<file path="config.mk">
export PLATFORM = sky130hd
export DESIGN_NAME = store_demux_3
export DESIGN_NICKNAME = d
export VERILOG_FILES = /design/src/rtl/riscv_io_pkg.sv /design/src/rtl/store_lane_align.sv /design/src/rtl/store_demux_3.sv
export SDC_FILE = /design/constraint.sdc
export NUM_CORES = 1
export LEC_CHECK = 0
export CORE_ASPECT_RATIO = 1.75
export CORE_MARGIN = 5
export CORE_UTILIZATION = 46
export CTS_BUF_LIST = sky130_fd_sc_hd__clkbuf_16
export CTS_CLUSTER_DIAMETER = 60
export DETAILED_ROUTE_END_ITERATION = 8
export GPL_TIMING_DRIVEN = 0
export MAX_ROUTING_LAYER = met4
export PLACE_DENSITY = 0.87
export SETUP_SLACK_MARGIN = 0.02
export SLEW_MARGIN = 0
export SYNTH_ARGS = -nofsm -noshare
export SYNTH_HDL_FRONTEND = slang
export SYNTH_SLANG_ARGS = --single-unit
</file>
<file path="constraint.sdc">
create_clock -name clk_i -period 6.64 [get_ports clk_i]
set_clock_uncertainty 0.05 [all_clocks]
set_input_delay 1.328 -clock clk_i [delete_from_list [all_inputs] [get_ports clk_i]]
set_output_delay 1.328 -clock clk_i [all_outputs]
set_load 0.02 [all_outputs]
</file>
<file path="src/rtl/riscv_io_pkg.sv">
// Shared address map, store-size/region enums and byte helpers for the
// core's store-side I/O path.
package riscv_io_pkg;

  localparam logic [31:0] DMEM_BASE   = 32'h0000_0000;
  localparam logic [31:0] PERIPH_BASE = 32'h1000_0000;
  localparam logic [15:0] PERIPH_HI   = 16'h1000;

  localparam logic [1:0] IDX_LEDR   = 2'd0;
  localparam logic [1:0] IDX_LEDG   = 2'd1;
  localparam logic [1:0] IDX_HEX_LO = 2'd2;
  localparam logic [1:0] IDX_HEX_HI = 2'd3;

  typedef enum logic [1:0] {
    SZ_B   = 2'b00,
    SZ_H   = 2'b01,
    SZ_W   = 2'b10,
    SZ_ILL = 2'b11
  } st_size_t;

  typedef enum logic [1:0] {
    RG_DMEM     = 2'b00,
    RG_PERIPH   = 2'b01,
    RG_UNMAPPED = 2'b10
  } region_t;

  // Register index bits [11:2] are don't-care, so every 4 KiB page aliases one register.
  function automatic logic is_periph(input logic [31:0] addr);
    return (addr[31:16] == PERIPH_HI) && (addr[15:14] == 2'b00);
  endfunction

  function automatic logic [1:0] periph_idx(input logic [31:0] addr);
    return addr[13:12];
  endfunction

  function automatic logic [31:0] merge_bytes(input logic [31:0] old_val,
                                              input logic [31:0] new_val,
                                              input logic [3:0]  mask);
    logic [31:0] res;
    res = old_val;
    for (int i = 0; i < 4; i++) begin
      if (mask[i]) begin
        res[8*i +: 8] = new_val[8*i +: 8];
      end else begin
        res[8*i +: 8] = old_val[8*i +: 8];
      end
    end
    return res;
  endfunction

endpackage

</file>
<file path="src/rtl/store_lane_align.sv">
// Replicates store data across byte lanes and builds the byte-enable mask;
// flags half/word stores that do not sit on their natural boundary.
module store_lane_align
  import riscv_io_pkg::*;
(
  input  logic [1:0]  i_size,
  input  logic [1:0]  i_addr_lo,
  input  logic [31:0] i_data,
  output logic [31:0] o_data,
  output logic [3:0]  o_mask,
  output logic        o_misaligned
);

  // Lane replication and mask shift; the illegal size leaves the mask empty.
  always_comb begin
    o_data       = i_data;
    o_mask       = 4'b0000;
    o_misaligned = 1'b0;
    case (st_size_t'(i_size))
      SZ_B: begin
        o_data = {4{i_data[7:0]}};
        o_mask = 4'b0001 << i_addr_lo;
      end
      SZ_H: begin
        o_data       = {2{i_data[15:0]}};
        o_mask       = 4'b0011 << i_addr_lo;
        o_misaligned = i_addr_lo[0];
      end
      SZ_W: begin
        o_data       = i_data;
        o_mask       = 4'b1111;
        o_misaligned = (i_addr_lo != 2'b00);
      end
      default: begin
        o_data       = i_data;
        o_mask       = 4'b0000;
        o_misaligned = 1'b0;
      end
    endcase
  end

endmodule

</file>
<file path="src/rtl/store_demux_3.sv">
// Routes the core's single store to data memory, the peripheral register
// bank or the error sink, and exposes peripheral read-back for writeback.
module store_demux_3
  import riscv_io_pkg::*;
#(
  parameter int DMEM_AW   = 11,
  parameter int ERR_CNT_W = 8
) (
  input  logic                 clk_i,
  input  logic                 rst_i,
  input  logic                 st_en_i,
  input  logic [31:0]          st_addr_i,
  input  logic [31:0]          st_data_i,
  input  logic [1:0]           st_size_i,
  input  logic [31:0]          ld_addr_i,
  output logic [31:0]          ld_data_o,
  output logic                 dmem_we_o,
  output logic [DMEM_AW-1:0]   dmem_addr_o,
  output logic [31:0]          dmem_wdata_o,
  output logic [3:0]           dmem_bmask_o,
  output logic [31:0]          ledr_o,
  output logic [31:0]          ledg_o,
  output logic [31:0]          hex_lo_o,
  output logic [31:0]          hex_hi_o,
  output logic                 err_o,
  output logic [ERR_CNT_W-1:0] err_cnt_o
);

  localparam logic [ERR_CNT_W-1:0] CNT_MAX = {ERR_CNT_W{1'b1}};
  localparam logic [ERR_CNT_W-1:0] CNT_ONE = {{(ERR_CNT_W-1){1'b0}}, 1'b1};

  logic [31:0]          w_wdata;
  logic [3:0]           w_bmask;
  logic                 w_misaligned;
  region_t              w_region;
  logic                 w_reject;
  logic                 w_accept;
  logic                 w_periph_we;
  logic [31:0]          r_periph [0:3];
  logic                 r_err;
  logic [ERR_CNT_W-1:0] r_err_cnt;

  store_lane_align u_align (
    .i_size       (st_size_i),
    .i_addr_lo    (st_addr_i[1:0]),
    .i_data       (st_data_i),
    .o_data       (w_wdata),
    .o_mask       (w_bmask),
    .o_misaligned (w_misaligned)
  );

  // Region decode of the store address.
  always_comb begin
    if (st_addr_i[31:DMEM_AW] == {(32-DMEM_AW){1'b0}}) begin
      w_region = RG_DMEM;
    end else if (is_periph(st_addr_i)) begin
      w_region = RG_PERIPH;
    end else begin
      w_region = RG_UNMAPPED;
    end
  end

  assign w_reject    = st_en_i & (w_misaligned | (st_size_t'(st_size_i) == SZ_ILL) |
                                  (w_region == RG_UNMAPPED));
  assign w_accept    = st_en_i & ~w_reject;
  assign w_periph_we = w_accept & (w_region == RG_PERIPH);

  assign dmem_we_o    = ~rst_i & w_accept & (w_region == RG_DMEM);
  assign dmem_addr_o  = st_addr_i[DMEM_AW-1:0];
  assign dmem_wdata_o = w_wdata;
  assign dmem_bmask_o = w_bmask;

  // Peripheral bank: masked byte update; reset wins over a same-cycle store.
  always_ff @(posedge clk_i) begin
    if (rst_i) begin
      for (int i = 0; i < 4; i++) begin
        r_periph[i] <= 32'h0;
      end
    end else if (w_periph_we) begin
      r_periph[periph_idx(st_addr_i)] <=
        merge_bytes(r_periph[periph_idx(st_addr_i)], w_wdata, w_bmask);
    end else begin
      for (int i = 0; i < 4; i++) begin
        r_periph[i] <= r_periph[i];
      end
    end
  end

  // Sticky error flag and saturating reject counter.
  always_ff @(posedge clk_i) begin
    if (rst_i) begin
      r_err     <= 1'b0;
      r_err_cnt <= {ERR_CNT_W{1'b0}};
    end else if (w_reject) begin
      r_err <= 1'b1;
      if (r_err_cnt != CNT_MAX) begin
        r_err_cnt <= r_err_cnt + CNT_ONE;
      end else begin
        r_err_cnt <= r_err_cnt;
      end
    end else begin
      r_err     <= r_err;
      r_err_cnt <= r_err_cnt;
    end
  end

  // Read-back returns the pre-edge register value; no store bypass.
  always_comb begin
    if (is_periph(ld_addr_i)) begin
      ld_data_o = r_periph[periph_idx(ld_addr_i)];
    end else begin
      ld_data_o = 32'h0;
    end
  end

  assign ledr_o    = r_periph[IDX_LEDR];
  assign ledg_o    = r_periph[IDX_LEDG];
  assign hex_lo_o  = r_periph[IDX_HEX_LO];
  assign hex_hi_o  = r_periph[IDX_HEX_HI];
  assign err_o     = r_err;
  assign err_cnt_o = r_err_cnt;

endmodule

</file>
# After elaboration in Yosys (flattened, before gate mapping)
# Memory sizes are Yosys's and may differ from the RTL's.
# Index checks and enable logic that the tools add are counted.
[word_totals]
ff_bits = 9
ram_bits = 128
elab_cells = 80
mem_count = 1
[memory_table]
columns = ["memory", "depth", "width", "rd", "rd_ports_with_merged_regs", "wr", "line", "text"]
rows = [
  ["r_periph", 4, 32, 5, 0, 4, "store_demux_3.sv:39", "logic [31:0] r_periph [0:3];"],
]
[classes]
add_sub_neg = 1
n_eq_ne = 13
shifts = 2
muxes = 33
n_bitwise = 13
n_reduce_logical = 15
[op_table]
columns = ["op", "n"]
rows = [
  ["$mux W32", 6],
  ["$mux W8", 12],
  ["$pmux W32 S2", 1],
  ["$eq A16 B13 Y1 const B", 2],
  ["$reduce_or A32 Y1", 1],
  ["$logic_not A21 Y1", 1],
  ["$ne A3 B3 Y1 const B", 4],
  ["$pmux W4 S3", 1],
  ["$reduce_and A2 Y1", 6],
  ["$add A8 B1 Y8 const B", 1],
  ["$logic_not A2 Y1", 4],
  ["$mux W1", 8],
  ["$ne A8 B8 Y1 const B", 1],
  ["$eq A2 B2 Y1 const B", 3],
  ["$mux W2", 3],
  ["$or A1 B1 Y1", 6],
  ["$and A1 B1 Y1", 5],
  ["$eq A2 B1 Y1 const B", 2],
  ["$mux W4", 1],
  ["$shl A1 B2 Y4 const A", 1],
  ["$shl A2 B2 Y4 const A", 1],
  ["$logic_and A1 B1 Y1", 2],
  ["$not A1 Y1", 2],
  ["$pmux W1 S2", 1],
  ["2 further kinds", 2],
]

# Logic depth before layout (Yosys ltp)
# Gate-level depths: netlist (run 1).
[depth]
ltp_word = 16
ltp_mapped = 9
mapped_depth_nobuf = 7

# Cells and area by module
# From an unflattened synthesis (run 1), not the netlist that was laid out.
[hier_totals]
hier_cells = 591
hier_area_um2 = 7208.2
[by_module_without_submodules]
columns = ["module", "n_inst", "cells_per_inst", "area_per_inst_um2", "seq_area_each_um2"]
rows = [
  ["store_demux_3", 1, 509, 6653.9, 4023.9],
  ["store_lane_align", 1, 82, 554.3, 0.0],
]

# Worst setup path after synthesis (run 1)
# OpenSTA, ideal clock, no wires.
[synth_timing]
path_type = "input to output"
start = "input st_size_i[1]"
end = "output dmem_wdata_o[17]"
arrival_ns = 3.174
slack_ns = 2.088
cell_stages = 8
path_buffers = 3
cell_sequence = "clkbuf_1 inv_1 ha_1 buf_1 nor2_2 buf_2 mux2i_1 inv_1"
[synth_via]
elab_chain_cells = 2
elab_cells_between_ends = 3
classes_between = "1 x eq/ne; 1 x mux; 1 x reduce/logical"
[synth_rtl]
columns = ["item", "line", "text"]
rows = [
  ["start, declared", "store_demux_3.sv:14", "input logic [1:0] st_size_i,"],
  ["$eq A2 B1 Y1 / $logic_not A2 Y1 (equally long branches)", "store_lane_align.sv:19", "case (st_size_t'(i_size))"],
  ["$pmux W32 S2 *", "store_lane_align.sv:19", ""],
  ["end, declared", "store_demux_3.sv:19", "output logic [31:0] dmem_wdata_o,"],
]
# Mark *: on every way between the ends. The rest lies on a longest branch, timed or not.

# Worst setup path after layout (run 1)
[layout_timing]
start = "input st_size_i[1]"
end = "output dmem_wdata_o[22]"
# Same word-level chain as after synthesis.

==> results.ini, run 1 <==
[clock_tree]
cts.htree.levels = 4
clkSinkCount = 137
post_cts_buffers = 0
worstSkewPairLatency_ps = 420
ctsHoldBuffers = 0
cts_tree = yes
root_buffer = clkbuf_16
cts_made_buffers = 17
clock_path_buffers = 2
cts_resized = 0
cts.reportedPaths.clkPinSlew_ps = 60

[critical_path]
crit_arrival_ps = 4830
crit_buf_inv = 7
slowest_delay_ps = 560
worstPathCellList = clkdlybuf4s50_1 -> clkbuf_1 -> inv_1 -> ha_1 -> buf_1 -> nor2_2 -> buf_2 -> mux2i_1 -> inv_1 -> clkdlybuf4s50_1
endpoint_kind = output port
crit_fanout = 10
crit_type = input pin to output port
crit_required_ps = 5260
cpMaxStageDelayCell = clkdlybuf4s50_1
start_kind = input pin
cp_top_family = buffers and inverters

[power_and_ir_drop]
pwr-share-seq = 0.436
p_clk_frac = 0.375
switching_share = 0.2781
p_leak_nw = 3.862
power_frac_comb = 0.189
powerDensity_nw_per_um2 = 216.1
peakVddDrop_mv = 0.1649
internal-power_w = 0.001678
p_switching_w = 0.0006465

[floorplan]
pin_count = 318
row_count = 59
dieArea_um2 = 17950
start_util = 0.4691
core_area_um2 = 14990
die_y_um = 173.5
die_w_um = 103.4

[min_path]
hold_class = register to register

[timing]
max_slew_margin = 0.3272
setup_viol = 0
rsz0062_at_grt = false
hold_viol_final = 0
whs_ps = 428.2
slew_violations = 0
period_needed_ps = 6212
finalSetupTns_ps = 0
finalCritPeriodShare = 0.9355
max_freq_ghz = 0.1610
worst_pin_slew_ps = 1007

[global_route]
grt_max_degree = 17
grt_pass1_vias = 6213
antenna_found_initial = 1
overflow = 0
grt_pass1_wl_um = 36050
grtUsageTotal = 0.2848

[routing]
drc = 0
viasPerCell = 5.541
routed_wirelength_um = 25150
vias = 5896
drtIter0Drc = 234
routedWlPerCell_um = 23.64
antenna_left = 0
drtPass1Iterations = 5

[placed_design]
port-buffer-count = 295
dp_hpwl_um = 19770
gp_congestion = 0.9024

[synth]
synthDistinctLibCells = 53
ys_seq_elements = 137
async_flop_share = 0
syn-num-nets = 659
syn_inst = 553
synth_edf_count = 128
syn_avg_cell_area_um2 = 12.71
ys_seq_area_frac = 0.5724
synthFlopType = edfxtp_1
ys_warn_count = 0
synth_area_um2 = 7029

[layout]
syn2layout_area_growth_pct = 53.01
fin_nets = 973
layout-drive-gt1-share = 0.1398

[run_status]
status = finished clean

[run]
cap_viol_max_count = 0

==> area by class of cell <==
type                    count  area (um^2)
plain buffers              43        262.8
flip-flops and latches    137         4024
clock buffers              17        425.4
inverters                  27        101.3
fillers                  1045         4230
well taps                 183        229.0
multi-input cells         346         2641
repair buffers            295         2953
clock inverters            15        116.4
diodes                      1        2.502
==> sequential cells by signal, summed over array words and instances (netlist names) <==
name       flops
err_cnt_o      8
r_periph     128
err_o          1
==> cell usage after synthesis, drive strengths merged (9+ instances only) <==
| cell type | count | share of area |
|---|---|---|
| nor2 | 137 | 0.074 |
| edfxtp | 128 | 0.55 |
| nor2b | 35 | 0.031 |
| mux4 | 32 | 0.10 |
| inv | 27 | 0.014 |
| buf | 26 | 0.028 |
| nand2 | 18 | 0.011 |
| clkbuf | 17 | 0.0093 |
| nand2b | 15 | 0.013 |
| nand3 | 15 | 0.031 |
| a21oi | 12 | 0.0085 |
| dfxtp | 9 | 0.026 |
| mux2i | 9 | 0.013 |
==> worst register-to-register path, stage by stage (launching register included) <==
cell and delay [ps]:
dfxtp_1 360, ha_1 260, and3_4 190, and3_1 180
clkbuf_2 150, nor4b_1 330, mux2_2 370
==> power groups by stage <==
stage	logic, W	clock network (W)	registers [W]
finish	0.000439	0.000873	0.00101
global route	0.000458	0.000908	0.00102
CTS	0.000441	0.000873	0.00101
detailed placement	0.000439	0	0.00103
global placement	0.000434	0	0.00103
floorplan	0.000154	0	0.00108
==> per-layer routing <==
metal / track usage / vias to the layer above / routed length (um)
met5: - / - / 0
met2: 0.5125 / 366 / 14130
met4: 0.1248 / 0 / 978
met1: 0.2956 / 2848 / 8152
met3: 0.04350 / 65 / 1886
li1: - / 2617 / -
==> metrics by stage <==
step	total power, W	cells	util	setup WS [ps]	area, um^2
after floorplan	0.001231	553	-	2088	7029
after global placement	0.001461	1031	0.6814	546.6	10210
after detailed placement	0.001469	1031	0.6814	460.0	10210
after CTS	0.002326	1063	0.7175	444.4	10750
after global routing	0.002382	1064	0.7177	267.7	10760
final	0.002324	1064	0.7177	428.1	10760
==> final timing paths <==
check / from / endpoint / slack (ps) / cells after the start
hold / removal: err_o / err_o / 430 / 2
hold reg to reg: err_o / err_o / 430 / 2
setup / recovery: st_size_i[1] / dmem_wdata_o[22] / 430 / 10
setup reg to reg: err_cnt_o[0] / err_cnt_o[5] / 4640 / 6
==> cells by family (layout without fill, tap and decap cells) <==
family,after synthesis,after routing,synth area share
muxes,45,45,0.1218
other,0,1,0
buffers and inverters,70,397,0.05180
and+or+nand+nor,253,253,0.1981
AOI/OAI and AO/OA,43,43,0.04699
DFF,137,137,0.5724
adders and majority gates,5,5,0.008900
==> placed cells by master (no fill, tap or decap), drive strengths merged, types with 7 or more instances in the layout <==
master,n
a21oi,12
a22oi,8
edfxtp,128
nand2b,15
clkinv,7
mux4,32
buf,26
nor2,137
nand3,15
mux2i,9
nor2b,35
a22o,8
inv,33
clkbuf,34
clkdlybuf4s50,295
dfxtp,9
nand2,18
(Power assumes the default switching activity.)
==> run 2, diff against run 1 <==
--- a/config.mk
+++ b/config.mk
@@ -18,4 +18,6 @@
 export SLEW_MARGIN = 0
 export SYNTH_ARGS = -nofsm -noshare
 export SYNTH_HDL_FRONTEND = slang
+export SYNTH_HIERARCHICAL = 1
 export SYNTH_SLANG_ARGS = --single-unit
+export TNS_END_PERCENT = 50
==> run 2 against run 1 <==
Effect of this change:
- critical path depth grew 3
- die area grew 2.3%
- wire length grew 6.6%
- final area is 2.0% higher
- final cell count up 3.5%
- maximum frequency decreased by 1.1%
- combinational power is essentially flat
- largest cell class unchanged
==> results.ini, run 2 <==
[run_status]
status = finished clean

[critical_path]
cp_top_family = buffers and inverters
endpoint_kind = output port
crit_fanout = 10  ; unchanged
crit_arrival_ps = 4900  ; +70 ps
crit_required_ps = 5260  ; about the same
worstPathCellList = clkdlybuf4s50_1 -> buf_2 -> inv_1 -> ha_1 -> buf_4 -> nand2_1 -> a21boi_0 -> a211oi_2 -> nand3_1 -> or3_1 -> buf_6 -> nor3_1 -> clkdlybuf4s50_1
cp_common_cell = clkdlybuf4s50_1
crit_type = input pin to output port
cpMaxStageDelayCell = clkdlybuf4s50_1
start_kind = input pin
slowest_delay_ps = 640  ; +80 ps
crit_buf_inv = 6  ; -1

[layout]
largest_reg_flops = 128  ; unchanged
layout-drive-gt1-share = 0.1454  ; +0.005582
regMostFlops = r_periph
antennaDiodeCount = 0  ; -1
final_util = 0.7126  ; -0.005107
layout_common_cells = 292 x clkdlybuf4s50_1, 131 x nor2_1, 128 x edfxtp_1, 47 x nand2_1, 37 x nor2b_1
fin_nets = 1008  ; +3.6%
stdcell_count = 1101  ; +3.5%
syn2layout_area_growth_pct = 52.14
fillCellCount = 1085  ; +3.8%
layout_commonest_cell = clkdlybuf4s50_1

[synth]
synthDominantCellAreaShare = 0.5332  ; -0.01357
syn_avg_cell_area_um2 = 12.20  ; -4.0%
syn_inst = 591  ; +6.9%
synth_top_cell_by_area = edfxtp_1
ys_top_cells_by_count = 131 x nor2_1, 128 x edfxtp_1, 47 x nand2_1, 37 x nor2b_1, 32 x mux4_2
synthAdderAreaFrac = 0.008679  ; -0.0002209
synth_area_um2 = 7208  ; +2.5%
ys_seq_area_frac = 0.5582  ; -0.01421
synth_most_common_cell = nor2_1
syn-num-nets = 697  ; +5.8%
async_flop_share = 0  ; unchanged
synth_xor_area_frac = 0  ; unchanged
ys_seq_elements = 137  ; unchanged
synth_top_family_by_area = simple AND/OR/NAND/NOR gates
synthFlopType = edfxtp_1
ys_top_cells_by_area = edfxtp_1 53%, mux4_2 10%, nor2_1 6.8%, nor2b_1 3.2%, dfxtp_1 2.5%
synthSimpleGateAreaFrac = 0.1941  ; -0.004050
synthDistinctLibCells = 46  ; -13%
ys_warn_count = 6  ; +6
synth_compound_area_frac = 0.05936  ; +0.01237
synth_edf_count = 128  ; unchanged
synthMuxAreaShare = 0.1246  ; +0.002880

[clock_tree]
post_cts_buffers = 0  ; unchanged
cts.reportedPaths.clkPinSlew_ps = 60  ; about the same
cts_resized = 0  ; unchanged
cts_tree = yes
clock_path_buffers = 2  ; unchanged
worstSkewPairLatency_ps = 410  ; about the same
ctsHoldBuffers = 0  ; unchanged
cts.htree.levels = 4  ; unchanged
clkSinkCount = 137  ; unchanged
root_buffer = clkbuf_16
cts_made_buffers = 17  ; unchanged

[routing]
drtIter0Drc = 434  ; +85%
viasPerCell = 5.748  ; +3.7%
vias = 6329  ; +7.3%
routed_wirelength_um = 26820  ; +6.6%
routedWlPerCell_um = 24.36  ; +3.1%
antenna_left = 0  ; unchanged
drc = 0  ; unchanged
drtPass1Iterations = 6  ; +1

[power_and_ir_drop]
p_clk_frac = 0.394  ; +0.019
peakVddDrop_mv = 0.1764  ; +7.0%
powerDensity_nw_per_um2 = 218.9  ; +1.3%
internal-power_w = 0.001769  ; +5.4%
p_leak_nw = 3.776  ; -2.2%
p_switching_w = 0.0006314  ; -2.3%
switching_share = 0.2630  ; -0.01512
pwr-share-seq = 0.423  ; -0.013
power_frac_comb = 0.183  ; -0.006

[run]
cap_viol_max_count = 0  ; unchanged

[timing]
max_freq_ghz = 0.1592  ; -1.1%
max_slew_margin = 0.3663  ; +0.03911
rsz0062_at_grt = false
worst_pin_slew_ps = 941.8  ; -65.27 ps
slew_violations = 0  ; unchanged
period_needed_ps = 6281  ; +68.99 ps
finalSetupTns_ps = 0  ; unchanged
setup_viol = 0  ; unchanged
finalCritPeriodShare = 0.9459  ; +0.01039
hold_viol_final = 0  ; unchanged

[global_route]
overflow = 0  ; unchanged
grtUsageTotal = 0.2961  ; +0.01132
grt_pass1_wl_um = 39740  ; +10%
antenna_found_initial = 0  ; -1
grt_pass1_vias = 6708  ; +8.0%
grt_max_degree = 17  ; unchanged

[min_path]
hold_class = register to register

[floorplan]
die_w_um = 104.6  ; +1.1%
dieArea_um2 = 18370  ; +2.3%
start_util = 0.4684  ; -0.0006918
pin_count = 318  ; unchanged
row_count = 60  ; +1.7%
die_y_um = 175.6  ; +1.2%
core_area_um2 = 15390  ; +2.7%

[placed_design]
gp_congestion = 0.9599  ; +6.4%
dp_cells = 1069  ; +3.7%
dp_hpwl_um = 21040  ; +6.4%
port-buffer-count = 292  ; -1.0%

[run 2: kinds of logic after synthesis]
group | after synthesis
simple gates | 271
mux | 48
flops | 137
fa+ha+maj | 5
compound gates | 63
buf+inv | 67
[run 2: area by class of cell]
cell class	instances	area, um^2	area share
sequential	137	4024	0.3669
tap	186	232.7	0.02122
inverter	9	33.78	0.003080
clock buffer	21	525.5	0.04792
clock inverter	11	77.57	0.007074
timing repair buffer	292	2923	0.2665
multi-input combinational	387	2788	0.2542
buffer	58	362.8	0.03309
[run 2: worst min-delay path, stage by stage, from the launching register on]
cell and delay (ps):
dfxtp_1 320, inv_1 60, a21oi_1 50
[run 2: path summary, 6_finish.rpt]
| check | startpoint | to | slack [ps] | cells past startpoint |
|---|---|---|---|---|
| worst max-delay path | st_size_i[1] | dmem_we_o | 360 | 13 |
| worst min-delay path | err_o | err_o | 430 | 2 |
| worst max register to register | err_cnt_o[0] | err_cnt_o[0] | 4750 | 5 |
| worst min register to register | err_o | err_o | 430 | 2 |
[run 2: layer usage]
| layer | up-vias | track usage | share of wire | routed length [um] |
|---|---|---|---|---|
| li1 | 2744 | - | - | - |
| met1 | 3045 | 0.2970 | 0.32 | 8646 |
| met2 | 460 | 0.5373 | 0.55 | 14650 |
| met3 | 80 | 0.06547 | 0.085 | 2273 |
| met4 | 0 | 0.1424 | 0.047 | 1248 |
| met5 | - | - | 0 | 0 |
[run 2: power by group through the flow]
stage	Combinational (W)	Clock (W)	Sequential, W
floorplan	0.000157	0	0.00108
global route	0.000459	0.000989	0.00102
finish	0.000440	0.000946	0.00101
CTS	0.000441	0.000941	0.00101
global placement	0.000435	0	0.00103
detailed placement	0.000439	0	0.00103
[run 2: metrics by stage]
step | total power, W | cell area [um^2] | setup WS, ps | hold slack (ps)
floorplan | 0.001233 | 7208 | 1755 | 472.2
global placement | 0.001464 | 10360 | 474.2 | 393.0
detailed placement | 0.001471 | 10360 | 425.9 | 402.7
CTS | 0.002396 | 10970 | 420.9 | 420.8
global route | 0.002466 | 10970 | 93.90 | 450.9
finish | 0.002401 | 10970 | 359.1 | 428.1
==> run 3, diff against run 2 <==
--- a/config.mk
+++ b/config.mk
@@ -7,13 +7,13 @@
 export LEC_CHECK = 0
 export CORE_ASPECT_RATIO = 1.75
 export CORE_MARGIN = 5
-export CORE_UTILIZATION = 46
-export CTS_BUF_LIST = sky130_fd_sc_hd__clkbuf_16
+export CORE_UTILIZATION = 47
+export CTS_BUF_LIST = sky130_fd_sc_hd__clkbuf_4
 export CTS_CLUSTER_DIAMETER = 60
 export DETAILED_ROUTE_END_ITERATION = 8
 export GPL_TIMING_DRIVEN = 0
 export MAX_ROUTING_LAYER = met4
-export PLACE_DENSITY = 0.87
+export PLACE_DENSITY = 0.88
 export SETUP_SLACK_MARGIN = 0.02
 export SLEW_MARGIN = 0
 export SYNTH_ARGS = -nofsm -noshare
==> run 3 against run 2 <==
Effect of this change:
- setup slack got worse by 26 ps
- worst hold slack got worse by 19 ps
- wire length decreased by 2.4%
- die area decreased by 2.0%
- global-route usage decreased by 0.29 points
- largest power group unchanged
- sequential power about the same
- critical endpoint unchanged
- power decreased by 11%
==> results.ini, run 3 (synthesized netlist as in run 2, its figures left out) <==
[run_status]
status = finished clean

[floorplan]
die_y_um = 173.8  ; -1.0%
pin_count = 318  ; unchanged
dieArea_um2 = 18010  ; -2.0%
core_area_um2 = 15240  ; -0.98%
row_count = 60  ; unchanged
start_util = 0.4730  ; +0.004615
die_w_um = 103.6  ; -0.97%

[clock_tree]
root_buffer = clkbuf_4
clkSinkCount = 137  ; unchanged
cts.reportedPaths.clkPinSlew_ps = 130  ; +70 ps
worstSkewPairLatency_ps = 540  ; +130 ps
cts_tree = yes
clock_path_buffers = 2  ; unchanged
post_cts_buffers = 0  ; unchanged
cts_made_buffers = 17  ; unchanged
cts_resized = 0  ; unchanged
cts.htree.levels = 4  ; unchanged
ctsHoldBuffers = 0  ; unchanged

[critical_path]
worstPathCellList = clkdlybuf4s50_1 -> buf_2 -> inv_1 -> ha_1 -> buf_4 -> nand2_1 -> a21boi_0 -> a211oi_2 -> nand3_1 -> or3_1 -> buf_6 -> nor3_1 -> clkdlybuf4s50_1
cpMaxStageDelayCell = clkdlybuf4s50_1
rrSetupSlack_ps = 4840  ; +90 ps
r2r-end = err_cnt_o[0]
start_kind = input pin
slowest_delay_ps = 640  ; about the same
crit_required_ps = 5260  ; about the same
crit_end = dmem_we_o
endpoint_kind = output port
startpoint = st_size_i[1]
crit_fanout = 10  ; unchanged
crit_type = input pin to output port
crit_arrival_ps = 4930  ; +30 ps
reg2reg_depth = 5  ; unchanged
cp_common_cell = clkdlybuf4s50_1
r2r_start = err_cnt_o[0]

[run]
cap_viol_max_count = 0  ; unchanged

[layout]
largest_reg_flops = 128  ; unchanged
regMostFlops = r_periph
syn2layout_area_growth_pct = 48.98
layout-drive-gt1-share = 0.1464  ; +0.001093
layout_commonest_cell = clkdlybuf4s50_1
fin_nets = 1008  ; unchanged
final_util = 0.7047  ; -0.007922
layout_common_cells = 292 x clkdlybuf4s50_1, 131 x nor2_1, 128 x edfxtp_1, 47 x nand2_1, 37 x nor2b_1

[routing]
vias = 6411  ; +1.3%
routed_wirelength_um = 26190  ; -2.4%
routedWlPerCell_um = 23.76  ; -2.4%
antenna_left = 0  ; unchanged
viasPerCell = 5.818  ; +1.2%
drtPass1Iterations = 5  ; -1
drc = 0  ; unchanged
drtIter0Drc = 416  ; -4.1%

[timing]
max_freq_ghz = 0.1586  ; -0.41%
rsz0062_at_grt = false
hold_viol_final = 0  ; unchanged
max_slew_margin = 0.3886  ; +0.02224
slew_violations = 0  ; unchanged
fin_ws_ps = 333.0  ; -26.13 ps
worst_pin_slew_ps = 904.4  ; -37.42 ps
setup_viol = 0  ; unchanged
whs_ps = 409.6  ; -18.59 ps
period_needed_ps = 6307  ; +26.14 ps
finalCritPeriodShare = 0.9498  ; +0.003936
finalSetupTns_ps = 0  ; unchanged

[power_and_ir_drop]
powerDensity_nw_per_um2 = 199.9  ; -8.7%
p_leak_nw = 3.667  ; -2.9%
peakVddDrop_mv = 0.1179  ; -33%

[placed_design]
port-buffer-count = 292  ; unchanged
dpl_worst_slack_ps = 422.4  ; -3.445 ps
dp_hpwl_um = 20960  ; -0.36%
gp_congestion = 0.9145  ; -4.7%

[global_route]
grtUsageTotal = 0.2932  ; -0.002882
antenna_found_initial = 1  ; +1
overflow = 0  ; unchanged
grt_max_degree = 17  ; unchanged
grt_pass1_wl_um = 38930  ; -2.1%
grt_pass1_vias = 6601  ; -1.6%

[min_path]
hold_class = register to register

run 3: how the worst min path moves through the flow:
stage | slack, ps | from | cells past startpoint | to
after floorplan | 470 | err_o | 2 | err_o
after global placement | 380 | err_o | 2 | err_o
after detailed placement | 390 | err_o | 2 | err_o
after CTS | 410 | err_o | 2 | err_o
after global routing | 440 | err_o | 2 | err_o
final | 410 | err_o | 2 | err_o
run 3: final cells by class:
type                       count  area, um^2
antenna                        1       2.502
buffer                        58       362.8
clock buffer                  17       127.6
clock inverter                15       245.2
fill                        1108        4501
inverter                       9       33.78
multi-input combinational    387        2788
sequential                   137        4024
tap                          186       232.7
timing repair buffer         292        2923
run 3: per-stage QoR:
stage / total power, W / cell area [um^2] / cells
finish: 0.002146 / 10740 / 1102
global route: 0.002209 / 10740 / 1102
CTS: 0.002144 / 10740 / 1101
detailed placement: 0.001471 / 10360 / 1069
global placement: 0.001464 / 10360 / 1069
floorplan: 0.001233 / 7208 / 591
run 3: worst max-delay path, delay by kind of cell:
family / cells / cell delay, ps
compound gates: 2 / 490
fa+ha+maj: 1 / 200
buf+inv: 6 / 2010
simple gates: 4 / 900
run 3: report_power, final:
| group | internal (W) | total, W | leakage [nW] | switching [W] |
|---|---|---|---|---|
| Sequential | 0.000983 | 0.00101 | 1.29 | 0.0000309 |
| Clock | 0.000377 | 0.000694 | 0.196 | 0.000317 |
| Combinational | 0.000214 | 0.000439 | 2.18 | 0.000225 |
| Total | 0.00157 | 0.00215 | 3.67 | 0.000573 |
run 3: metal layers:
metal / up-vias / global-route usage / share of wire
li1: 2745 / - / -
met1: 3121 / 0.2972 / 0.32
met2: 455 / 0.5304 / 0.54
met3: 90 / 0.05740 / 0.079
met4: 0 / 0.1434 / 0.057
met5: - / - / 0
